--- config.mk ---
export PLATFORM = sky130hd
export DESIGN_NAME = fsm_output_trace_buffer_flat
export DESIGN_NICKNAME = d
export VERILOG_FILES = /design/src/rtl/fsm_output_trace_buffer_if.sv /design/src/rtl/fsm_output_trace_buffer.sv /design/src/flat_wrapper.sv
export SDC_FILE = /design/constraint.sdc
export NUM_CORES = 1
export LEC_CHECK = 0
export CAP_MARGIN = 0
export CELL_PAD_IN_SITES_DETAIL_PLACEMENT = 1
export CELL_PAD_IN_SITES_GLOBAL_PLACEMENT = 2
export CORE_UTILIZATION = 40
export DETAILED_ROUTE_END_ITERATION = 7
export GPL_ROUTABILITY_DRIVEN = 0
export MAX_ROUTING_LAYER = met4
export PLACE_DENSITY = 0.77
export SYNTH_ARGS = -nofsm -noshare
export SYNTH_HDL_FRONTEND = slang
export SYNTH_SLANG_ARGS = --single-unit
--- constraint.sdc ---
create_clock -name clk -period 3.2 [get_ports clk]
set_clock_uncertainty 0.05 [all_clocks]
set_input_delay 0.64 -clock clk [delete_from_list [all_inputs] [get_ports clk]]
set_output_delay 0.64 -clock clk [all_outputs]
set_load 0.005 [all_outputs]
--- src/rtl/fsm_output_trace_buffer_if.sv ---
// Read port of the trace buffer: first-word-fall-through valid/ready stream of
// {timestamp, output vector} entries.
interface fsm_output_trace_buffer_if #(
  parameter int DW = 19
);
  logic          rd_valid;
  logic          rd_ready;
  logic [DW-1:0] rd_data;

  modport master (output rd_valid, output rd_data, input rd_ready);
  modport slave  (input rd_valid, input rd_data, output rd_ready);
endinterface

--- src/rtl/fsm_output_trace_buffer.sv ---
// Captures timestamped non-zero controller output vectors into a FWFT FIFO and
// watches for runs of all-zero outputs and lost events.
module fsm_output_trace_buffer #(
  parameter int WIDTH        = 11,
  parameter int DEPTH        = 8,
  parameter int TS_W         = 8,
  parameter int SILENT_LIMIT = 4
) (
  input  logic                     clk,
  input  logic                     rst,
  input  logic                     en,
  input  logic                     clr,
  input  logic [WIDTH-1:0]         y_in,
  fsm_output_trace_buffer_if.master rd,
  output logic [$clog2(DEPTH):0]   count,
  output logic                     overflow,
  output logic                     silent_alarm
);
  localparam int AW = $clog2(DEPTH);
  localparam int EW = TS_W + WIDTH;
  localparam logic [TS_W-1:0] LIMIT = TS_W'(SILENT_LIMIT);
  localparam logic [AW:0]     FULL  = (AW+1)'(DEPTH);

  logic [EW-1:0]   mem [DEPTH];
  logic [AW-1:0]   wr_ptr, rd_ptr;
  logic [TS_W-1:0] ts, sil_cnt;
  logic [EW-1:0]   rd_data_p1;
  logic            full, event_in, do_push, do_pop, drop;

  function automatic logic [TS_W-1:0] sat_inc(input logic [TS_W-1:0] c);
    return (c == LIMIT) ? c : c + 1'b1;
  endfunction

  assign full     = (count == FULL);
  assign event_in = en && (|y_in) && !clr;
  assign do_pop   = rd.rd_valid && rd.rd_ready && !clr;
  // A full FIFO still accepts a write when the head leaves on the same edge.
  assign do_push  = event_in && (!full || do_pop);
  assign drop     = event_in && full && !do_pop;

  assign rd.rd_valid = (count != '0);
  // When empty, replay whatever was shown on the previous cycle.
  assign rd.rd_data  = rd.rd_valid ? mem[rd_ptr] : rd_data_p1;

  always_ff @(posedge clk) begin
    if (do_push) mem[wr_ptr] <= {ts, y_in};
  end

  always_ff @(posedge clk or posedge rst) begin
    if (rst) begin
      wr_ptr       <= '0;
      rd_ptr       <= '0;
      count        <= '0;
      overflow     <= 1'b0;
      ts           <= '0;
      sil_cnt      <= '0;
      silent_alarm <= 1'b0;
      rd_data_p1   <= '0;
    end else begin
      rd_data_p1 <= rd.rd_data;
      if (clr) begin
        wr_ptr       <= '0;
        rd_ptr       <= '0;
        count        <= '0;
        overflow     <= 1'b0;
        ts           <= '0;
        sil_cnt      <= '0;
        silent_alarm <= 1'b0;
      end else begin
        if (do_push) wr_ptr <= wr_ptr + 1'b1;
        if (do_pop)  rd_ptr <= rd_ptr + 1'b1;
        count <= count + (AW+1)'(do_push) - (AW+1)'(do_pop);
        if (drop) overflow <= 1'b1;
        if (en) begin
          ts <= ts + 1'b1;
          if (|y_in) begin
            sil_cnt      <= '0;
            silent_alarm <= 1'b0;
          end else begin
            sil_cnt      <= sat_inc(sil_cnt);
            silent_alarm <= (sat_inc(sil_cnt) == LIMIT);
          end
        end
      end
    end
  end
endmodule
--- src/flat_wrapper.sv ---
// flat-port wrapper written by rule: the top's interface ports become plain ports
module fsm_output_trace_buffer_flat 
#(
  parameter int WIDTH        = 11,
  parameter int DEPTH        = 8,
  parameter int TS_W         = 8,
  parameter int SILENT_LIMIT = 4
)
  (clk, rst, en, clr, y_in, count, overflow, silent_alarm, rd_rd_valid, rd_rd_data, rd_rd_ready);
  fsm_output_trace_buffer_if rd_i ();
  input  logic clk;
  input  logic rst;
  input  logic en;
  input  logic clr;
  input  logic [WIDTH-1:0] y_in;
  output logic [$clog2(DEPTH):0] count;
  output logic overflow;
  output logic silent_alarm;
  output wire logic [$bits(rd_i.rd_valid)-1:0] rd_rd_valid;
  output wire logic [$bits(rd_i.rd_data)-1:0] rd_rd_data;
  input wire logic [$bits(rd_i.rd_ready)-1:0] rd_rd_ready;
  assign rd_rd_valid = rd_i.rd_valid;
  assign rd_rd_data = rd_i.rd_data;
  assign rd_i.rd_ready = rd_rd_ready;
  fsm_output_trace_buffer #(.WIDTH(WIDTH), .DEPTH(DEPTH), .TS_W(TS_W), .SILENT_LIMIT(SILENT_LIMIT)) u_core (.clk(clk), .rst(rst), .en(en), .clr(clr), .y_in(y_in), .rd(rd_i), .count(count), .overflow(overflow), .silent_alarm(silent_alarm));
endmodule
==> results.json, run 1 <==
{
  "wl_met3_um": 478,
  "wl_met2_um": 9350,
  "ys_types": 52,
  "drv_cap": 0,
  "hold_path.class": "flop to flop",
  "synth_cells": 474,
  "synth_nets": 502,
  "initial_core_util_pct": 41.3,
  "design_area_sq_mm": 0.0102,
  "drt-met1-wl_um": 8200,
  "netlist_area_sq_mm": 0.00812,
  "avgSynthCellArea_sq_um": 17.1,
  "path_cells": "inv_2, ha_1, or3b_4, clkbuf_16, a21oi_2, clkdlybuf4s50_1",
  "synth_enable_flop_cells": 152,
  "setup_viol": 0,
  "synth_seq_cells": 199,
  "num_vias": 4447,
  "post-route-period-util_pct": 98.2,
  "critPathCaptureType": "output pin",
  "port_buffers": 41,
  "antenna_found_initial": 0,
  "p_per_area_mw_per_mm2": 806,
  "slew_headroom_pct": 55.3,
  "drt_iter0_drc": 252,
  "required_ns": 2.51,
  "cts_root_buf": "clkbuf_16",
  "hold_violations": 0,
  "cts.reportedPaths.clkPinSlew_ns": 0.07,
  "start_kind": "flop",
  "synth_top_area_share_pct": 56.2,
  "stdcell_count": 838,
  "power.leakage_nw": 3.68,
  "ys.flop_type": "edfxtp_1",
  "finalPower_mw": 8.20,
  "grt_pass1_vias": 4835,
  "cp.arrival_ns": 2.45,
  "totalWireLength_um": 18400,
  "ios": 42,
  "criticalPathCategory": "flop to output pin",
  "finish.net_count": 588,
  "grt_pass1_wl_um": 27900,
  "placed_area_sq_mm": 0.00917,
  "drc": 0,
  "hpwl_um": 10900,
  "fin_crit_ns": 3.14,
  "max_stage_delay_ns": 0.51,
  "highest-signal-layer": "met4",
  "rsz0062_at_grt": "true",
  "status": "complete, no violations",
  "layout-drive-gt1-share_pct": 27.2,
  "synthTopCellsByCount": "152 x edfxtp_1, 47 x dfrtp_1, 42 x nor2_1, 38 x mux4_2, 28 x a21oi_1",
  "ctsLongestPathBuffers": 2,
  "core_area_sq_mm": 0.0197,
  "yosysWarnings": 0,
  "cts_tree": "done",
  "vias_per_cell": 5.31,
  "timing.hold.ws_ns": 0.468,
  "async_reset_ff_share_pct": 23.6,
  "synth.most_common_cell": "edfxtp_1",
  "diodes": 0,
  "grt_max_degree": 41,
  "die_h_um": 144,
  "cts_hold_buf": 0,
  "clock_latency_ns": 0.44,
  "cpMaxStageDelayCell": "clkdlybuf4s50_1",
  "grt_overflow": 0,
  "firstDrtPassIters": 4,
  "synth_top_cell_by_area": "edfxtp_1",
  "ys_seq_area_share_pct": 70.7,
  "drtAntennaViolNets": 0,
  "h-tree-depth": 4,
  "dieWidth_um": 144,
  "maxSlewViolCount": 0,
  "synth_area_leaders": "edfxtp_1 56%, dfrtp_1 14%, mux4_2 11%, mux2i_1 2.7%, nor2_1 1.9%",
  "cts_buffers": 17,
  "tightestPinTransition_ns": 0.669,
  "clock.fmax_mhz": 318,
  "finish.utilization_pct": 51.7,
  "ir_drop_mv": 0.429,
  "rows": 51,
  "detail_route.wl_per_cell_um": 22.0,
  "cts_sinks": 199,
  "grt_usage_pct": 19.4,
  "syn_to_final_growth_pct": 25.3,
  "dp_cells": 793,
  "die-area_sq_mm": 0.0209,
  "crit_fanout": 5
}
[worst paths after layout]
check | startpoint | endpoint | slack, ns | cells past startpoint
max in group asynchronous | rst | u_core.sil_cnt[6] | 1.84 | 3
min in group asynchronous | rst | u_core.wr_ptr[0] | 0.56 | 2
worst min-delay path | u_core.rd_data_p1[11] | u_core.rd_data_p1[11] | 0.47 | 2
worst max-delay path | u_core.count[2] | rd_rd_data[2] | 0.06 | 6
worst max register to register | u_core.count[2] | u_core.count[2] | 0.31 | 12
worst min register to register | u_core.rd_data_p1[11] | u_core.rd_data_p1[11] | 0.47 | 2
[cell families after synthesis]
family,Yosys count,share of synthesized area [%]
XOR/XNOR,14,1.51
AND/OR/NAND/NOR,101,6.43
AO/OA/AOI/OAI,52,4.12
flip-flops,199,70.7
multiplexers,61,13.4
buffers and inverters,35,1.90
adder cells (fa/ha/maj),12,1.94
[layout make-up]
type                    instances  area [sq um]
fillers                      1882          9480
flip-flops and latches        199          5740
multi-input cells             240          2320
repair buffers                 90          1020
clock buffers                  20           457
well taps                     265           332
clock inverters                12           248
inverters                      12          45.0
[sequential cells by signal, indices dropped and copies added (netlist names)]
signal	cells
u_core.silent_alarm	1
u_core.count	4
u_core.overflow	1
u_core.rd_data_p1	19
u_core.sil_cnt	8
u_core.mem	152
u_core.ts	8
u_core.rd_ptr	3
u_core.wr_ptr	3
[where the power goes]
part	leakage, nW	switching [mW]	total [mW]	internal (mW)
Clock	0.336	0.920	2.51	1.59
Sequential	2.05	0.114	3.12	3.01
Combinational	1.29	1.18	2.57	1.39
Total	3.68	2.21	8.20	5.99
[per-stage QoR]
step                      setup WS [ns]  TNS, ns
final                            0.0584        0
after global routing            -0.0498   -0.109
after CTS                       -0.0235  -0.0642
after detailed placement        -0.0709   -0.177
after global placement          -0.0411  -0.0411
after floorplan                   0.217        0
[critical path, delay by kind of cell, from the launching register on]
family / cells / cell delay, ns
compound gates: 1 / 0.14
fa+ha+maj: 1 / 0.17
buf+inv: 3 / 0.79
flops: 1 / 0.40
simple gates: 1 / 0.50
[routing by layer]
| layer | GRT usage (%) | vias to the layer above |
|---|---|---|
| met5 | - | - |
| met4 | 8.20 | 0 |
| met3 | 3.18 | 23 |
| met2 | 31.5 | 80 |
| met1 | 24.2 | 2344 |
| li1 | - | 2000 |
[cell usage in the layout, fill, tap and decap left out, types with 3 or more instances in the layout]
cell,count
edfxtp_1,152
dfrtp_1,46
nor2_1,40
mux4_2,38
buf_4,32
clkdlybuf4s50_1,25
mux2i_1,21
a21oi_2,19
clkbuf_16,19
dlymetal6s2s_1,16
nand2_1,12
ha_1,11
buf_12,11
inv_1,10
a21oi_1,9
xor2_1,8
nand3_1,8
bufinv_16,7
xnor2_1,6
nor2b_1,5
nand4_1,5
nand2b_1,4
o21ai_0,4
o21ai_1,4
or4_4,3
or3_1,3
nor2_2,3
buf_6,3
[timing repair]
item | 4_1_cts | 5_1_grt
buffers inserted | 0 | 9
cloned | 1 | 3
setup endpoints to repair | 19 | 19
resized for setup | 21 | 23
(Power assumes the default switching activity.)
==> inputs of run 2 (changes only) <==
CORE_ASPECT_RATIO = 0.6   (was default)
==> run 2 against run 1 <==
Routed wire length grew 4.4%. Sequential share of layout area grew 1.0 points. Worst hold slack gained 0.013 ns. Register-to-register slack lost 0.02 ns. Fmax shrank 0.21%. Final area shrank 1.8%. Critical path depth is the same. Sequential power is essentially flat. First-iteration DRC count grew 19%. Combinational power shrank 3%. Final cell count shrank 0.24%. Highest routed layer unchanged.
==> results.json, run 2 (synthesis gave the netlist of run 1 again) <==
{
  "grt_usage_pct": 20.5,
  "min_to": "u_core.rd_data_p1[3]",
  "stdcell_count": 836,
  "core_area_sq_mm": 0.0194,
  "top_register": "u_core.mem",
  "crit_fanout": 21,
  "dp_cells": 795,
  "h-tree-depth": 4,
  "rows": 39,
  "cts.reportedPaths.clkPinSlew_ns": 0.06,
  "ios": 42,
  "r2r_end": "u_core.count[2]",
  "finish.net_count": 585,
  "ir_drop_mv": 0.613,
  "n_fill_cell": 1871,
  "finish.utilization_pct": 51.4,
  "drtAntennaViolNets": 0,
  "critPathCaptureType": "output pin",
  "final_common_cell": "edfxtp_1",
  "clkPwrFrac_pct": 26.4,
  "start_kind": "flop",
  "path_cells": "inv_2, ha_1, or3b_4, buf_12, a21oi_2, clkdlybuf4s50_1",
  "slew_headroom_pct": 71.2,
  "internal_power_mw": 5.43,
  "num_vias": 4454,
  "wl_met3_um": 889,
  "dieWidth_um": 186,
  "initial_core_util_pct": 41.8,
  "syn_to_final_growth_pct": 23.1,
  "clock.fmax_mhz": 318,
  "cts_root_buf": "clkbuf_16",
  "switching_power_mw": 2.19,
  "tightestPinTransition_ns": 0.432,
  "top_regs": "u_core.mem x152, u_core.rd_data_p1 x19",
  "drt-met1-wl_um": 9070,
  "cts_buffers": 17,
  "r2r_cells": 13,
  "firstDrtPassIters": 4,
  "antenna_found_initial": 0,
  "drc": 0,
  "die_h_um": 112,
  "hp-start": "u_core.rd_data_p1[3]",
  "totalWireLength_um": 19200,
  "p_per_area_mw_per_mm2": 763,
  "highest-signal-layer": "met4",
  "wl_met2_um": 9130,
  "drv_cap": 0,
  "max_stage_delay_ns": 0.54,
  "required_ns": 2.51,
  "reg2reg_slack_ns": 0.29,
  "diodes": 0,
  "cts_sinks": 199,
  "grt_max_degree": 48,
  "setup_viol": 0,
  "grt_pass1_wl_um": 29600,
  "regToRegStartpoint": "u_core.count[2]",
  "cts_hold_buf": 0,
  "ctsLongestPathBuffers": 2,
  "hpwl_um": 11100,
  "clock_latency_ns": 0.43,
  "detail_route.wl_per_cell_um": 23.0,
  "hold_violations": 0,
  "fin_crit_ns": 3.15,
  "grt_pass1_vias": 4870,
  "layout-drive-gt1-share_pct": 24.0,
  "fin_setup_tns_ns": 0,
  "criticalPathCategory": "flop to output pin",
  "maxSlewViolCount": 0,
  "pwr-share-comb_pct": 32.8,
  "cpMaxStageDelayCell": "clkdlybuf4s50_1",
  "multi_input_area_sq_mm": 0.00228,
  "port_buffers": 41,
  "die-area_sq_mm": 0.0209,
  "grt_overflow": 0,
  "post-route-period-util_pct": 98.4,
  "p_sw_share_pct": 28.7,
  "power.leakage_nw": 3.54,
  "whs_path_depth": 2,
  "cp.arrival_ns": 2.46,
  "hold_path.class": "flop to flop",
  "rsz0062_at_grt": "true",
  "largest_register_ffs": 152,
  "ff_latch_area_sq_mm": 0.00574,
  "seqPwrFrac_pct": 40.8,
  "cts_tree": "done",
  "vias_per_cell": 5.33,
  "layout_common_cells": "152 x edfxtp_1, 46 x dfrtp_1, 38 x nor2_1, 38 x mux4_2, 31 x clkdlybuf4s50_1",
  "status": "complete, no violations",
  "drt_iter0_drc": 301,
  "finalPower_mw": 7.62
}
-- run 2: cell types whose count changed in the layout (fill, tap and decap cells not counted), sizes merged --
| cell | before | now |
|---|---|---|
| buf | 47 | 44 |
| bufinv | 7 | 1 |
| clkbuf | 22 | 27 |
| clkdlybuf4s50 | 25 | 31 |
| clkinv | 3 | 2 |
| clkinvlp | 2 | 4 |
| dlygate4sd2 | 0 | 1 |
| dlymetal6s2s | 16 | 9 |
-- run 2: per-layer routing --
metal / GRT usage [%] / up-vias
li1: - / 1998
met1: 29.0 / 2354
met2: 30.7 / 89
met3: 2.95 / 13
met4: 6.94 / 0
met5: - / -
-- run 2: stage by stage --
step / hold WS [ns] / area (sq um) / worst slack [ns]
CTS: 0.484 / 9860 / -0.0580
detailed placement: 0.479 / 9200 / -0.143
global route: 0.507 / 9990 / -0.0234
floorplan: 0.436 / 8120 / 0.217
finish: 0.481 / 9990 / 0.0519
global placement: 0.473 / 9200 / -0.0933
-- run 2: worst max-delay path, delay by kind of cell, from the launching register on --
family                     cells  cell delay, ns
buffers and inverters          3            0.80
DFF                            1            0.42
and+or+nand+nor                1            0.42
AOI/OAI and AO/OA              1            0.22
adders and majority gates      1            0.15
-- run 2: area by class of cell --
cell class                      count  share of cell area (%)
Clock buffer                       25                    4.66
Clock inverter                      7                   0.739
Inverter                           12                   0.451
Multi-Input combinational cell    240                    22.9
Sequential cell                   199                    57.5
Tap cell                          266                    3.33
Timing Repair Buffer               87                    10.5
-- run 2: power by group through the flow --
stage | logic, mW | clock network (mW) | registers, mW
global route | 2.71 | 2.14 | 3.13
floorplan | 1.17 | 0 | 3.13
detailed placement | 2.12 | 0 | 3.16
CTS | 2.42 | 2.06 | 3.13
finish | 2.50 | 2.01 | 3.11
global placement | 2.06 | 0 | 3.15
-- run 2: timing repair --
item                                    CTS  global route
gates cloned                              2             2
resized for setup                        14            14
endpoints found under the setup margin   19            18
setup buffers                             1             4
pin swaps                                 0             0
-- run 2: worst max-delay path by stage --
stage / startpoint / end / slack, ns / depth (start not counted)
floorplan: en / u_core.mem[1][0] / 0.22 / 4
global route: u_core.rd_ptr[0] / rd_rd_data[12] / -0.02 / 6
CTS: u_core.rd_ptr[0] / rd_rd_data[8] / -0.06 / 5
finish: u_core.count[2] / rd_rd_data[11] / 0.05 / 6
detailed placement: y_in[9] / u_core.count[2] / -0.14 / 8
global placement: y_in[6] / u_core.count[2] / -0.09 / 8
